[config.mk]
export PLATFORM = sky130hd
export DESIGN_NAME = bcd_updown_counter
export DESIGN_NICKNAME = d
export VERILOG_FILES = /design/src/rtl/bcd_updown_counter.sv
export SDC_FILE = /design/constraint.sdc
export NUM_CORES = 1
export LEC_CHECK = 0
export BUFFER_PORTS_ARGS = -buffer_cell sky130_fd_sc_hd__buf_4
export CAP_MARGIN = 20
export CORE_MARGIN = 10
export CORE_UTILIZATION = 30
export CTS_BUF_LIST = sky130_fd_sc_hd__clkbuf_8
export DETAILED_ROUTE_END_ITERATION = 6
export SLEW_MARGIN = 20
export SYNTH_ARGS = -nofsm -noshare
export SYNTH_HDL_FRONTEND = slang
export SYNTH_SLANG_ARGS = --single-unit
[constraint.sdc]
create_clock -name clk -period 1.8 [get_ports clk]
set_input_delay 0.09 -clock clk [delete_from_list [all_inputs] [get_ports clk]]
set_output_delay 0.09 -clock clk [all_outputs]
set_load 0.03 [all_outputs]
[src/rtl/bcd_updown_counter.sv]
// Multi-digit radix-RADIX up/down counter with enable, synchronous load,
// zero flag and wrap pulse. All outputs are a registered snapshot of the
// internal state, so they lag the count by one cycle and change together.
module bcd_updown_counter #(
  parameter int unsigned DIGITS = 2,
  parameter int unsigned RADIX  = 10
) (
  input  logic                  clk,
  input  logic                  rst_n,
  input  logic                  en,
  input  logic                  mode,
  input  logic                  load,
  input  logic [4*DIGITS-1:0]   load_val,
  output logic [4*DIGITS-1:0]   number,
  output logic                  zero,
  output logic                  wrap,
  output logic                  load_err
);

  localparam int unsigned W        = 4 * DIGITS;
  localparam logic [3:0]  DIGIT_MAX = 4'(RADIX - 1);
  localparam logic [31:0] RADIX_W   = 32'(RADIX);

  logic [W-1:0] cnt_q;
  logic [W-1:0] cnt_d;
  logic         wrap_q;
  logic         wrap_d;
  logic         err_q;
  logic         err_d;

  // Next-state: load (with out-of-range digit scrub), else ripple step, else hold
  always_comb begin
    logic       chain;
    logic [3:0] dig;
    cnt_d  = cnt_q;
    wrap_d = 1'b0;
    err_d  = 1'b0;
    chain  = 1'b1;
    dig    = 4'd0;
    if (load) begin
      for (int i = 0; i < int'(DIGITS); i++) begin
        dig = load_val[4*i +: 4];
        if ({28'd0, dig} >= RADIX_W) begin
          cnt_d[4*i +: 4] = 4'd0;
          err_d           = 1'b1;
        end else begin
          cnt_d[4*i +: 4] = dig;
        end
      end
    end else if (en && mode) begin
      // chain stays set only while every lower digit sits at its maximum
      for (int i = 0; i < int'(DIGITS); i++) begin
        dig = cnt_q[4*i +: 4];
        if (chain) begin
          if (dig == DIGIT_MAX) begin
            cnt_d[4*i +: 4] = 4'd0;
          end else begin
            cnt_d[4*i +: 4] = dig + 4'd1;
            chain           = 1'b0;
          end
        end
      end
      wrap_d = chain;
    end else if (en) begin
      // chain stays set only while every lower digit sits at zero
      for (int i = 0; i < int'(DIGITS); i++) begin
        dig = cnt_q[4*i +: 4];
        if (chain) begin
          if (dig == 4'd0) begin
            cnt_d[4*i +: 4] = DIGIT_MAX;
          end else begin
            cnt_d[4*i +: 4] = dig - 4'd1;
            chain           = 1'b0;
          end
        end
      end
      wrap_d = chain;
    end
  end

  // Internal count and pending pulse registers
  always_ff @(posedge clk or negedge rst_n) begin
    if (!rst_n) begin
      cnt_q  <= '0;
      wrap_q <= 1'b0;
      err_q  <= 1'b0;
    end else begin
      cnt_q  <= cnt_d;
      wrap_q <= wrap_d;
      err_q  <= err_d;
    end
  end

  // Output snapshot stage, one cycle behind the internal count
  always_ff @(posedge clk or negedge rst_n) begin
    if (!rst_n) begin
      number   <= '0;
      zero     <= 1'b0;
      wrap     <= 1'b0;
      load_err <= 1'b0;
    end else begin
      number   <= cnt_q;
      zero     <= (cnt_q == '0);
      wrap     <= wrap_q;
      load_err <= err_q;
    end
  end

endmodule

==> metrics.txt, run 1 <==
# TYPE chip_impl_metric gauge
chip_impl_info{name="outcome",value="finished, final reports clean"} 1
chip_impl_metric{name="die_height",unit="um"} 81.3
chip_impl_metric{name="p_int",unit="W"} 0.000879
chip_impl_info{name="critical_path_cell_sequence",value="or3_4 > o31ai_2 > a21oi_1 > a211oi_2 > nor3_2"} 1
chip_impl_metric{name="longest_clk_path_bufs",unit=""} 2
chip_impl_metric{name="routed_wire_length_per_instance",unit="um"} 14.8
chip_impl_metric{name="antenna_found_initial",unit=""} 0
chip_impl_metric{name="post_synthesis_cell_type_count",unit=""} 41
chip_impl_metric{name="crit_arrival",unit="ns"} 1.72
chip_impl_metric{name="globalRoute.totalOverflow",unit=""} 0
chip_impl_metric{name="netlist_instances",unit=""} 114
chip_impl_metric{name="cts_made_buffers",unit=""} 3
chip_impl_metric{name="final_layout_size_suffix_gt1_share",unit="%"} 28.4
chip_impl_metric{name="design_power_total",unit="W"} 0.00136
chip_impl_metric{name="number_of_slew_limit_violations_in_the_final_report",unit=""} 0
chip_impl_metric{name="fin_util",unit="%"} 37.5
chip_impl_info{name="rsz_0062_raised_after_global_routing",value="no"} 1
chip_impl_metric{name="synth_async_sr_flop_share",unit="%"} 100
chip_impl_metric{name="h_tree_levels",unit=""} 1
chip_impl_metric{name="synth_edf_count",unit=""} 0
chip_impl_metric{name="fmaxAchievable",unit="MHz"} 635
chip_impl_metric{name="slew_headroom",unit="%"} 70.4
chip_impl_info{name="postSynth.topFlopCell",value="sky130_fd_sc_hd__dfrtp_1"} 1
chip_impl_info{name="crit_family",value="flip-flops"} 1
chip_impl_metric{name="p_leak",unit="nW"} 0.600
chip_impl_metric{name="placeableCoreArea",unit="um2"} 3660
chip_impl_metric{name="critical_path.max_fanout",unit=""} 10
chip_impl_metric{name="initial_utilization",unit="%"} 30.8
chip_impl_metric{name="power.switching_fraction",unit="%"} 35.6
chip_impl_metric{name="drtAntennaViolNets",unit=""} 0
chip_impl_info{name="cts_root_buf",value="sky130_fd_sc_hd__clkbuf_8"} 1
chip_impl_metric{name="period_share",unit="%"} 87.4
chip_impl_info{name="crit_slowest_cell",value="sky130_fd_sc_hd__dfrtp_1"} 1
chip_impl_metric{name="syn_nets",unit=""} 127
chip_impl_metric{name="num_rows",unit=""} 22
chip_impl_metric{name="num_vias",unit=""} 948
chip_impl_metric{name="final-hold-violation-count",unit=""} 0
chip_impl_info{name="cp-end-kind",value="flop"} 1
chip_impl_metric{name="yosysSeqAreaShare",unit="%"} 46.6
chip_impl_metric{name="clk_pin_slew",unit="ns"} 0.08
chip_impl_metric{name="power.switching",unit="W"} 0.000485
chip_impl_metric{name="yosys_register_bits",unit=""} 21
chip_impl_metric{name="routabilityCongestion",unit=""} 0.884
chip_impl_metric{name="grt_first_pass_wirelength",unit="um"} 4360
chip_impl_metric{name="cellPowerDensity",unit="nW/um2"} 993
chip_impl_metric{name="max-vdd-ir-drop",unit="uV"} 262
chip_impl_info{name="tritoncts_clock_tree",value="built"} 1
chip_impl_metric{name="largest_net_degree_at_the_start_of_global_routing",unit=""} 22
chip_impl_metric{name="num_antenna_cells",unit=""} 0
chip_impl_metric{name="worst-slew-pin-transition",unit="ns"} 0.444
chip_impl_metric{name="via_per_inst",unit=""} 5.21
chip_impl_metric{name="final_net_count",unit=""} 148
chip_impl_metric{name="clock-skew-final",unit="ns"} 0.00218
chip_impl_info{name="critPathLaunchType",value="flop"} 1
chip_impl_metric{name="detailedRoute.firstPassIterationCount",unit=""} 4
chip_impl_metric{name="logic_pwr_share",unit="%"} 31.4
chip_impl_metric{name="synthDominantCellAreaShare",unit="%"} 46.6
chip_impl_metric{name="max-cap-violations",unit=""} 0
chip_impl_info{name="synth.cells.most_frequent",value="sky130_fd_sc_hd__dfrtp_1, sky130_fd_sc_hd__o21ai_0, sky130_fd_sc_hd__nor2_1"} 1
chip_impl_metric{name="cts_sink_cnt",unit=""} 21
chip_impl_metric{name="dieArea",unit="um2"} 6610
chip_impl_metric{name="drt_drc_violations_left",unit=""} 0
chip_impl_metric{name="syn_area",unit="um2"} 1130
chip_impl_metric{name="worstPathBufferInverterCount",unit=""} 0
chip_impl_metric{name="report.final.setup_viol",unit=""} 0
chip_impl_metric{name="totalWireLength",unit="um"} 2690
chip_impl_info{name="cells_taking_the_most_area_after_synthesis",value="sky130_fd_sc_hd__dfrtp_1, sky130_fd_sc_hd__o21ai_0, sky130_fd_sc_hd__nor2_1"} 1
chip_impl_metric{name="port_buffers",unit=""} 23
chip_impl_metric{name="critical_path_required",unit="ns"} 1.94
chip_impl_metric{name="pwr-share-seq",unit="%"} 46.1
chip_impl_metric{name="power.share.clock",unit="%"} 22.5
chip_impl_metric{name="drt_iter0_drc",unit=""} 42
chip_impl_metric{name="ioPinCount",unit=""} 24
chip_impl_info{name="synthDominantAreaCellType",value="sky130_fd_sc_hd__dfrtp_1"} 1
chip_impl_info{name="post-synth-top-count-cell",value="sky130_fd_sc_hd__dfrtp_1"} 1
chip_impl_metric{name="place_area",unit="um2"} 1320
chip_impl_metric{name="clock_insertion_delay_worst_skew",unit="ns"} 0.26
chip_impl_metric{name="globalRouteTotalUtil",unit="%"} 8.18
chip_impl_metric{name="hold-worst-slack",unit="ns"} 0.0574
chip_impl_metric{name="stdcell_area",unit="um2"} 1370
chip_impl_metric{name="floorplan.die.width",unit="um"} 81.3
chip_impl_metric{name="cpPeakStageDelay",unit="ns"} 0.49
chip_impl_metric{name="detailedPlacementHpwl",unit="um"} 2070
chip_impl_info{name="path_class",value="reg -> reg"} 1
chip_impl_metric{name="synth_warnings",unit=""} 0
chip_impl_info{name="worstHoldPathType",value="in -> reg"} 1
chip_impl_metric{name="setup-tns-final",unit="ns"} 0
chip_impl_metric{name="vias_in_the_first_global_route",unit=""} 941
chip_impl_metric{name="postCtsSetupBuffers",unit=""} 0
chip_impl_metric{name="area_growth_syn_to_layout",unit="%"} 21.9
chip_impl_metric{name="timing.final.crit_period",unit="ns"} 1.57
chip_impl_metric{name="synthesis.area_per_instance",unit="um2"} 9.89
per-layer routing:
metal | GRT usage (%) | vias up | share of wire, %
met1 | 9.55 | 461 | 43
met4 | 3.63 | 0 | 1.4
met3 | 1.32 | 4 | 5.6
met5 | 0 | - | 0
li1 | - | 454 | -
met2 | 14.3 | 29 | 50
worst paths after layout:
path	endpoint	cells past startpoint	slack, ns	startpoint
setup / recovery	cnt_q[7]$_DFFE_PN0P_	5	0.23	cnt_q[0]$_DFFE_PN0P_
hold / removal	cnt_q[4]$_DFFE_PN0P_	3	0.06	load_val[4]
setup reg to reg	cnt_q[7]$_DFFE_PN0P_	5	0.23	cnt_q[0]$_DFFE_PN0P_
hold reg to reg	wrap$_DFF_PN0_	0	0.37	wrap_q$_DFF_PN0_
max in group asynchronous	err_q$_DFF_PN0_	2	1.34	rst_n
min in group asynchronous	number[5]$_DFF_PN0_	2	0.25	rst_n
power groups by stage:
stage	sequential, W	combinational [W]	clock, W
5_1_grt	0.000640	0.000469	0.000339
3_5_place_dp	0.000637	0.000431	0
4_1_cts	0.000628	0.000434	0.000313
3_3_place_gp	0.000634	0.000425	0
6_report	0.000629	0.000428	0.000306
2_1_floorplan	0.000676	0.000246	0
area by class of cell:
type	instances	area (um2)
multi-input combinational	82	548
clock buffer	3	41.3
sequential	21	526
fill	359	2290
clock inverter	1	5.00
tap	48	60.1
timing repair buffer	24	183
inverter	3	11.3
per-stage QoR:
| step | cells | setup slack (ns) |
|---|---|---|
| floorplan | 114 | 0.327 |
| global placement | 177 | 0.280 |
| detailed placement | 177 | 0.237 |
| CTS | 182 | 0.215 |
| global route | 182 | 0.115 |
| finish | 182 | 0.226 |
worst min-delay path: stages:
cell,delay [ns]
sky130_fd_sc_hd__buf_4,0.08
sky130_fd_sc_hd__nand3_1,0.05
sky130_fd_sc_hd__o21ai_0,0.06
state kept, by name (all words and copies together), names as in the netlist:
register / count
number: 8
zero: 1
load_err: 1
wrap: 1
cnt_q: 8
wrap_q: 1
err_q: 1
timing repair:
item                                   4_1_cts  5_1_grt
gates resized for setup                      0        0
endpoints found under the hold margin       21        0
hold buffers                                 1        0
cells in the final DEF (no fill, tap or decap), types with 2 or more instances in the layout:
master	synthesis	final
sky130_fd_sc_hd__nand2b_1	2	2
sky130_fd_sc_hd__nand3b_1	3	3
sky130_fd_sc_hd__inv_1	3	3
sky130_fd_sc_hd__buf_4	0	23
sky130_fd_sc_hd__or2_2	2	2
sky130_fd_sc_hd__a21boi_0	2	2
sky130_fd_sc_hd__nand2_1	6	6
sky130_fd_sc_hd__nand3_1	6	6
sky130_fd_sc_hd__o21ai_0	13	13
sky130_fd_sc_hd__clkbuf_8	0	3
sky130_fd_sc_hd__a32o_1	3	3
sky130_fd_sc_hd__nor2_1	9	9
sky130_fd_sc_hd__nor3_1	2	2
sky130_fd_sc_hd__dfrtp_1	21	21
sky130_fd_sc_hd__xnor2_1	3	3
sky130_fd_sc_hd__a21oi_1	5	5
sky130_fd_sc_hd__nor2b_1	3	3
logic make-up after synthesis:
group           Yosys count  synth area share, %
buf+inv                  11                 4.77
mux                       1                0.888
simple gates             39                 19.1
xor+xnor                  3                 2.33
flops                    21                 46.6
compound gates           39                 26.3
No activity file was read; power rests on OpenSTA's default activity.
==> inputs of run 2 (changes only) <==
--- a/config.mk
+++ b/config.mk
@@ -11,6 +11,7 @@
 export CORE_UTILIZATION = 30
 export CTS_BUF_LIST = sky130_fd_sc_hd__clkbuf_8
 export DETAILED_ROUTE_END_ITERATION = 6
+export SETUP_SLACK_MARGIN = 0.5
 export SLEW_MARGIN = 20
 export SYNTH_ARGS = -nofsm -noshare
 export SYNTH_HDL_FRONTEND = slang
==> metrics.txt, run 2 (synthesis gave the netlist of run 1 again) <==
# TYPE chip_impl_metric gauge
chip_impl_metric{name="report.final.setup_viol",unit=""} 0
chip_impl_metric{name="detailedPlacementHpwl",unit="um"} 2100
chip_impl_metric{name="final_layout_size_suffix_gt1_share",unit="%"} 45.3
chip_impl_metric{name="initial_utilization",unit="%"} 30.8
chip_impl_metric{name="globalRouteTotalUtil",unit="%"} 9.36
chip_impl_info{name="reg.largest.list",value="cnt_q (8), number (8)"} 1
chip_impl_metric{name="hold-worst-slack",unit="ns"} 0.0663
chip_impl_metric{name="place_area",unit="um2"} 1320
chip_impl_metric{name="stdcell_area",unit="um2"} 1560
chip_impl_metric{name="globalRoute.totalOverflow",unit=""} 0
chip_impl_metric{name="drtAntennaViolNets",unit=""} 0
chip_impl_metric{name="ioPinCount",unit=""} 24
chip_impl_metric{name="num_antenna_cells",unit=""} 0
chip_impl_metric{name="number_of_slew_limit_violations_in_the_final_report",unit=""} 0
chip_impl_metric{name="num-fill-cells",unit=""} 342
chip_impl_metric{name="final-hold-violation-count",unit=""} 0
chip_impl_info{name="rsz_0062_raised_after_global_routing",value="yes"} 1
chip_impl_info{name="tritoncts_clock_tree",value="built"} 1
chip_impl_metric{name="area_growth_syn_to_layout",unit="%"} 38.6
chip_impl_metric{name="max-cap-violations",unit=""} 0
chip_impl_metric{name="multiInputGateArea",unit="um2"} 617
chip_impl_info{name="worstHoldPathType",value="in -> reg"} 1
chip_impl_metric{name="slew_headroom",unit="%"} 69.8
chip_impl_metric{name="via_per_inst",unit=""} 5.19
chip_impl_metric{name="clock_insertion_delay_worst_skew",unit="ns"} 0.27
chip_impl_metric{name="cellPowerDensity",unit="nW/um2"} 989
chip_impl_metric{name="largest_net_degree_at_the_start_of_global_routing",unit=""} 22
chip_impl_metric{name="critical_path_required",unit="ns"} 1.95
chip_impl_metric{name="grt_first_pass_wirelength",unit="um"} 4880
chip_impl_metric{name="drt_iter0_drc",unit=""} 111
chip_impl_info{name="critPathLaunchType",value="flop"} 1
chip_impl_metric{name="routabilityCongestion",unit=""} 0.831
chip_impl_info{name="cp-end-kind",value="flop"} 1
chip_impl_metric{name="dieArea",unit="um2"} 6610
chip_impl_metric{name="clock-skew-final",unit="ns"} 0.00609
chip_impl_metric{name="h_tree_levels",unit=""} 1
chip_impl_metric{name="vias_in_the_first_global_route",unit=""} 967
chip_impl_metric{name="setup-tns-final",unit="ns"} 0
chip_impl_metric{name="antenna_found_initial",unit=""} 0
chip_impl_metric{name="period_share",unit="%"} 81.6
chip_impl_metric{name="timing.final.crit_period",unit="ns"} 1.47
chip_impl_metric{name="globalRouteMet1Util",unit="%"} 11.8
chip_impl_metric{name="num_vias",unit=""} 1017
chip_impl_metric{name="seq_area",unit="um2"} 534
chip_impl_info{name="outcome",value="finished, final reports clean"} 1
chip_impl_metric{name="crit_arrival",unit="ns"} 1.62
chip_impl_metric{name="fmaxAchievable",unit="MHz"} 681
chip_impl_info{name="final_cell_mix",value="sky130_fd_sc_hd__buf_4, sky130_fd_sc_hd__dfrtp_1, sky130_fd_sc_hd__nor2_1"} 1
chip_impl_metric{name="drt_drc_violations_left",unit=""} 0
chip_impl_metric{name="totalWireLength",unit="um"} 3110
chip_impl_metric{name="post-route-worst-setup-slack",unit="ns"} 0.332
chip_impl_metric{name="num_rows",unit=""} 22
chip_impl_metric{name="detailedRoute.firstPassIterationCount",unit=""} 4
chip_impl_metric{name="critical_path.max_fanout",unit=""} 5
chip_impl_info{name="gr-max-usage-layer",value="met2"} 1
chip_impl_metric{name="grtUsageMet2",unit="%"} 15.1
chip_impl_info{name="layout.cells.most_common",value="sky130_fd_sc_hd__buf_4"} 1
chip_impl_info{name="path_class",value="reg -> reg"} 1
chip_impl_metric{name="die_height",unit="um"} 81.3
chip_impl_metric{name="longest_clk_path_bufs",unit=""} 2
chip_impl_metric{name="design_power_total",unit="W"} 0.00154
chip_impl_metric{name="detailedPlace.worstSlack",unit="ns"} 0.224
chip_impl_metric{name="final_net_count",unit=""} 162
chip_impl_metric{name="cts_sink_cnt",unit=""} 21
chip_impl_metric{name="cts_made_buffers",unit=""} 3
chip_impl_metric{name="clk_pin_slew",unit="ns"} 0.08
chip_impl_info{name="cts_root_buf",value="sky130_fd_sc_hd__clkbuf_8"} 1
chip_impl_metric{name="p_leak",unit="nW"} 0.694
chip_impl_metric{name="routed_wire_length_per_instance",unit="um"} 15.9
chip_impl_metric{name="port_buffers",unit=""} 23
chip_impl_metric{name="worst-slew-pin-transition",unit="ns"} 0.453
chip_impl_metric{name="placeableCoreArea",unit="um2"} 3660
chip_impl_metric{name="max-vdd-ir-drop",unit="uV"} 321
chip_impl_metric{name="floorplan.die.width",unit="um"} 81.3
chip_impl_metric{name="reg2reg_depth",unit=""} 5
chip_impl_metric{name="grt_use_met3",unit="%"} 1.55
chip_impl_metric{name="min_path_cells",unit=""} 3
[run 2: changes by cell type in the layout (fill, tap and decap cells not counted), sizes merged]
cell | previous run | this run
buf | 23 | 37
clkinv | 1 | 0
inv | 3 | 4
[run 2: critical path, stage by stage, from the launching register on]
cell                       delay (ns)
sky130_fd_sc_hd__dfrtp_2         0.45
sky130_fd_sc_hd__or3_4           0.40
sky130_fd_sc_hd__o31ai_4         0.18
sky130_fd_sc_hd__a21oi_1         0.10
sky130_fd_sc_hd__a211oi_2        0.16
sky130_fd_sc_hd__nor3_2          0.07
[run 2: per-stage QoR]
stage	utilization, %	cells
after global routing	42.7	196
after floorplan	-	114
after CTS	40.2	188
final	42.7	196
after global placement	36.1	177
after detailed placement	36.1	177
[run 2: what timing repair did]
action / in CTS / in global routing
gates resized for setup: 20 / 9
pin swaps: 4 / 4
endpoints found under the setup margin: 9 / 8
hold endpoints to repair: 21 / 0
hold buffers: 1 / 0
buffers inserted: 6 / 8
[run 2: power by group]
| group | internal [W] | total, W | leakage [nW] | switching [W] |
|---|---|---|---|---|
| registers | 0.000550 | 0.000632 | 0.264 | 0.0000819 |
| clock network | 0.000152 | 0.000306 | 0.0269 | 0.000154 |
| logic | 0.000284 | 0.000607 | 0.403 | 0.000323 |
[run 2: path summary, 6_finish.rpt]
check                                startpoint                   end  slack [ns]
min                                 load_val[4]  cnt_q[4]$_DFFE_PN0P_        0.07
min in group asynchronous                 rst_n       err_q$_DFF_PN0_        0.24
max                        cnt_q[0]$_DFFE_PN0P_  cnt_q[7]$_DFFE_PN0P_        0.33
min reg2reg                    wrap_q$_DFF_PN0_        wrap$_DFF_PN0_        0.35
max in group asynchronous                 rst_n  cnt_q[0]$_DFFE_PN0P_        1.32
max reg2reg                cnt_q[0]$_DFFE_PN0P_  cnt_q[7]$_DFFE_PN0P_        0.33
[run 2: metal layers]
metal  wire length, um  vias up
met5                 0        -
met4                68        0
met3               134        5
met2              1510       23
met1              1390      503
li1                  -      486
[run 2: area by class of cell]
cell class                 instances  area share [%]
multi-input combinational         82            39.5
sequential                        21            34.2
timing repair buffer              38            18.9
tap                               48            3.84
clock buffer                       3            2.64
inverter                           3           0.721
clock inverter                     1           0.240
==> inputs of run 3 (changes only) <==
--- a/config.mk
+++ b/config.mk
@@ -5,6 +5,7 @@
 export SDC_FILE = /design/constraint.sdc
 export NUM_CORES = 1
 export LEC_CHECK = 0
+export ABC_AREA = 1
 export BUFFER_PORTS_ARGS = -buffer_cell sky130_fd_sc_hd__buf_4
 export CAP_MARGIN = 20
 export CORE_MARGIN = 10
==> constraint.sdc (replaced) <==
create_clock -name clk -period 1.38 [get_ports clk]
set_input_delay 0.069 -clock clk [delete_from_list [all_inputs] [get_ports clk]]
set_output_delay 0.069 -clock clk [all_outputs]
set_load 0.03 [all_outputs]
==> metrics.txt, run 3 <==
# TYPE chip_impl_metric gauge
chip_impl_metric{name="syn_area",unit="um2"} 1090
chip_impl_metric{name="floorplan.die.width",unit="um"} 80.2
chip_impl_metric{name="detailedRoute.firstPassIterationCount",unit=""} 4
chip_impl_metric{name="die_height",unit="um"} 80.2
chip_impl_info{name="synth_top_family_by_area",value="simple AND/OR/NAND/NOR gates"} 1
chip_impl_metric{name="routabilityCongestion",unit=""} 0.905
chip_impl_metric{name="critical_path.max_fanout",unit=""} 3
chip_impl_info{name="final_cell_mix",value="sky130_fd_sc_hd__nand2_1, sky130_fd_sc_hd__buf_4, sky130_fd_sc_hd__nand3_1"} 1
chip_impl_metric{name="yosys_register_bits",unit=""} 21
chip_impl_info{name="synth.cells.most_frequent",value="sky130_fd_sc_hd__nand2_1, sky130_fd_sc_hd__nand3_1, sky130_fd_sc_hd__dfrtp_1"} 1
chip_impl_metric{name="num_vias",unit=""} 1112
chip_impl_metric{name="globalRoute.totalOverflow",unit=""} 0
chip_impl_metric{name="critical_path_required",unit="ns"} 1.53
chip_impl_metric{name="cellPowerDensity",unit="nW/um2"} 1380
chip_impl_metric{name="drt_iter0_drc",unit=""} 72
chip_impl_metric{name="number_of_slew_limit_violations_in_the_final_report",unit=""} 0
chip_impl_metric{name="yosysSeqAreaShare",unit="%"} 48.4
chip_impl_info{name="cts_root_buf",value="sky130_fd_sc_hd__clkbuf_8"} 1
chip_impl_metric{name="dieArea",unit="um2"} 6430
chip_impl_info{name="cp-end-kind",value="flop"} 1
chip_impl_metric{name="longest_clk_path_bufs",unit=""} 2
chip_impl_metric{name="placeableCoreArea",unit="um2"} 3420
chip_impl_metric{name="setup-tns-final",unit="ns"} 0
chip_impl_metric{name="drt_drc_violations_left",unit=""} 0
chip_impl_metric{name="routed_wire_length_per_instance",unit="um"} 11.7
chip_impl_metric{name="clk_pin_slew",unit="ns"} 0.07
chip_impl_metric{name="synth_warnings",unit=""} 0
chip_impl_metric{name="final-hold-violation-count",unit=""} 0
chip_impl_metric{name="synth_async_sr_flop_share",unit="%"} 100
chip_impl_metric{name="final_layout_size_suffix_gt1_share",unit="%"} 39.8
chip_impl_metric{name="drtAntennaViolNets",unit=""} 0
chip_impl_metric{name="vias_in_the_first_global_route",unit=""} 1099
chip_impl_metric{name="initial_utilization",unit="%"} 31.8
chip_impl_info{name="post-synth-top-count-cell",value="sky130_fd_sc_hd__nand2_1"} 1
chip_impl_metric{name="simple_gate_share_of_the_synthesized_area",unit="%"} 39.4
chip_impl_info{name="worstHoldPathType",value="in -> reg"} 1
chip_impl_metric{name="max-cap-violations",unit=""} 0
chip_impl_metric{name="place_area",unit="um2"} 1320
chip_impl_metric{name="worst-slew-pin-transition",unit="ns"} 0.314
chip_impl_metric{name="num_rows",unit=""} 21
chip_impl_metric{name="detailedPlacementHpwl",unit="um"} 1930
chip_impl_metric{name="netlist_instances",unit=""} 143
chip_impl_info{name="synthDominantAreaCellType",value="sky130_fd_sc_hd__dfrtp_1"} 1
chip_impl_metric{name="max-vdd-ir-drop",unit="uV"} 384
chip_impl_info{name="path_class",value="reg -> reg"} 1
chip_impl_metric{name="muxShareOfSynthArea",unit="%"} 0
chip_impl_metric{name="final_net_count",unit=""} 200
chip_impl_metric{name="fmaxAchievable",unit="MHz"} 810
chip_impl_metric{name="port_buffers",unit=""} 23
chip_impl_metric{name="num_antenna_cells",unit=""} 0
chip_impl_metric{name="synthesis.area_per_instance",unit="um2"} 7.59
chip_impl_info{name="reg.largest.list",value="cnt_q (8), number (8)"} 1
chip_impl_metric{name="globalRouteTotalUtil",unit="%"} 8.75
chip_impl_info{name="postSynth.topFlopCell",value="sky130_fd_sc_hd__dfrtp_1"} 1
chip_impl_metric{name="synth_adder_area_share",unit="%"} 0
chip_impl_metric{name="stdcell_area",unit="um2"} 1580
chip_impl_metric{name="clock_insertion_delay_worst_skew",unit="ns"} 0.26
chip_impl_metric{name="synth-xor-area-share",unit="%"} 0
chip_impl_metric{name="antenna_found_initial",unit=""} 0
chip_impl_metric{name="grt_first_pass_wirelength",unit="um"} 4660
chip_impl_info{name="tritoncts_clock_tree",value="built"} 1
chip_impl_metric{name="synthDominantCellAreaShare",unit="%"} 48.4
chip_impl_metric{name="regToRegSetupSlack",unit="ns"} 0.15
chip_impl_metric{name="period_share",unit="%"} 89.5
chip_impl_info{name="layout.cells.most_common",value="sky130_fd_sc_hd__nand2_1"} 1
chip_impl_metric{name="report.final.setup_viol",unit=""} 0
chip_impl_info{name="cells_taking_the_most_area_after_synthesis",value="sky130_fd_sc_hd__dfrtp_1, sky130_fd_sc_hd__nand2_1, sky130_fd_sc_hd__nand3_1"} 1
chip_impl_metric{name="ioPinCount",unit=""} 24
chip_impl_metric{name="cts_sink_cnt",unit=""} 21
chip_impl_metric{name="largest_net_degree_at_the_start_of_global_routing",unit=""} 22
chip_impl_metric{name="timing.final.crit_period",unit="ns"} 1.23
chip_impl_metric{name="syn_nets",unit=""} 156
chip_impl_info{name="critPathLaunchType",value="flop"} 1
chip_impl_metric{name="cts_made_buffers",unit=""} 3
chip_impl_metric{name="complex_gate_fraction_of_the_synthesized_area",unit="%"} 5.53
chip_impl_metric{name="num-fill-cells",unit=""} 325
chip_impl_metric{name="crit_arrival",unit="ns"} 1.39
chip_impl_metric{name="post_synthesis_cell_type_count",unit=""} 17
chip_impl_metric{name="clock-skew-final",unit="ns"} 0.00411
chip_impl_info{name="rsz_0062_raised_after_global_routing",value="yes"} 1
chip_impl_metric{name="via_per_inst",unit=""} 4.79
chip_impl_metric{name="p_leak",unit="nW"} 0.816
chip_impl_metric{name="synth_edf_count",unit=""} 0
chip_impl_metric{name="totalWireLength",unit="um"} 2710
chip_impl_metric{name="h_tree_levels",unit=""} 1
chip_impl_info{name="outcome",value="finished, final reports clean"} 1
chip_impl_metric{name="area_growth_syn_to_layout",unit="%"} 45.0
chip_impl_metric{name="slew_headroom",unit="%"} 78.9
[run 3: cell types whose count changed after synthesis, sizes merged, moves of 4 or more]
cell | previous run | this run
nand3 | 6 | 23
buf | 5 | 1
nand4 | 0 | 4
nand2 | 6 | 52
o21ai | 13 | 6
inv | 3 | 18
[run 3: kinds of logic (layout without fill, tap and decap cells)]
| family | after synthesis | count (layout) |
|---|---|---|
| AND/OR/NAND/NOR | 92 | 92 |
| flip-flops | 21 | 21 |
| buffers and inverters | 19 | 62 |
| AO/OA/AOI/OAI | 11 | 11 |
[run 3: path summary, 6_finish.rpt]
kind | from | end | depth (start not counted)
max in group asynchronous | rst_n | cnt_q[3]$_DFFE_PN0P_ | 2
setup / recovery | cnt_q[0]$_DFFE_PN0P_ | wrap_q$_DFF_PN0_ | 8
setup reg to reg | cnt_q[0]$_DFFE_PN0P_ | wrap_q$_DFF_PN0_ | 8
min in group asynchronous | rst_n | zero$_DFF_PN0_ | 2
hold / removal | en | wrap_q$_DFF_PN0_ | 3
hold reg to reg | err_q$_DFF_PN0_ | load_err$_DFF_PN0_ | 0
[run 3: timing repair]
| item | CTS | global route |
|---|---|---|
| hold buffers | 1 | 0 |
| pin swaps | 6 | 5 |
| endpoints found under the hold margin | 21 | 0 |
| endpoints found under the setup margin | 9 | 16 |
| gates resized for setup | 8 | 23 |
| setup buffers | 10 | 5 |
[run 3: metal layers]
metal	wire length, um	track usage, %	up-vias
li1	-	-	546
met3	189	1.00	5
met2	1240	13.6	42
met4	69	6.51	0
met1	1210	10.9	519
met5	0	0	-
[run 3: final cells by class]
cell class                      instances  area [um2]  area share, %
Inverter                               18        67.6           4.29
Clock buffer                            3        41.3           2.62
Clock inverter                          1        5.00          0.318
Multi-Input combinational cell        103         533           33.8
Timing Repair Buffer                   40         337           21.4
Tap cell                               46        57.6           3.65
Sequential cell                        21         534           33.9
[run 3: stage by stage]
stage               hold WS, ns  power [W]  std cells  utilization (%)  setup slack, ns
CTS                      0.0648    0.00204        227             42.9            0.172
detailed placement      -0.0361    0.00155        212             38.6           0.0609
finish                   0.0785    0.00217        232             46.1            0.145
global placement        -0.0425    0.00154        212             38.6            0.104
floorplan                -0.227    0.00131        143                -            0.181
global route             0.0804    0.00233        232             46.1           0.0811
[run 3: report_power, final]
part	total [W]	internal [W]	switching [W]
clock network	0.000393	0.000201	0.000192
logic	0.000912	0.000387	0.000525
registers	0.000870	0.000745	0.000125
total	0.00217	0.00133	0.000842
[run 3: critical path, cell delays in order (launching register included)]
cell	delay, ns
sky130_fd_sc_hd__dfrtp_2	0.44
sky130_fd_sc_hd__buf_6	0.13
sky130_fd_sc_hd__nand2_4	0.06
sky130_fd_sc_hd__nor2_4	0.04
sky130_fd_sc_hd__buf_4	0.12
sky130_fd_sc_hd__buf_6	0.10
sky130_fd_sc_hd__buf_4	0.12
sky130_fd_sc_hd__nand3_1	0.06
sky130_fd_sc_hd__nand2_1	0.05
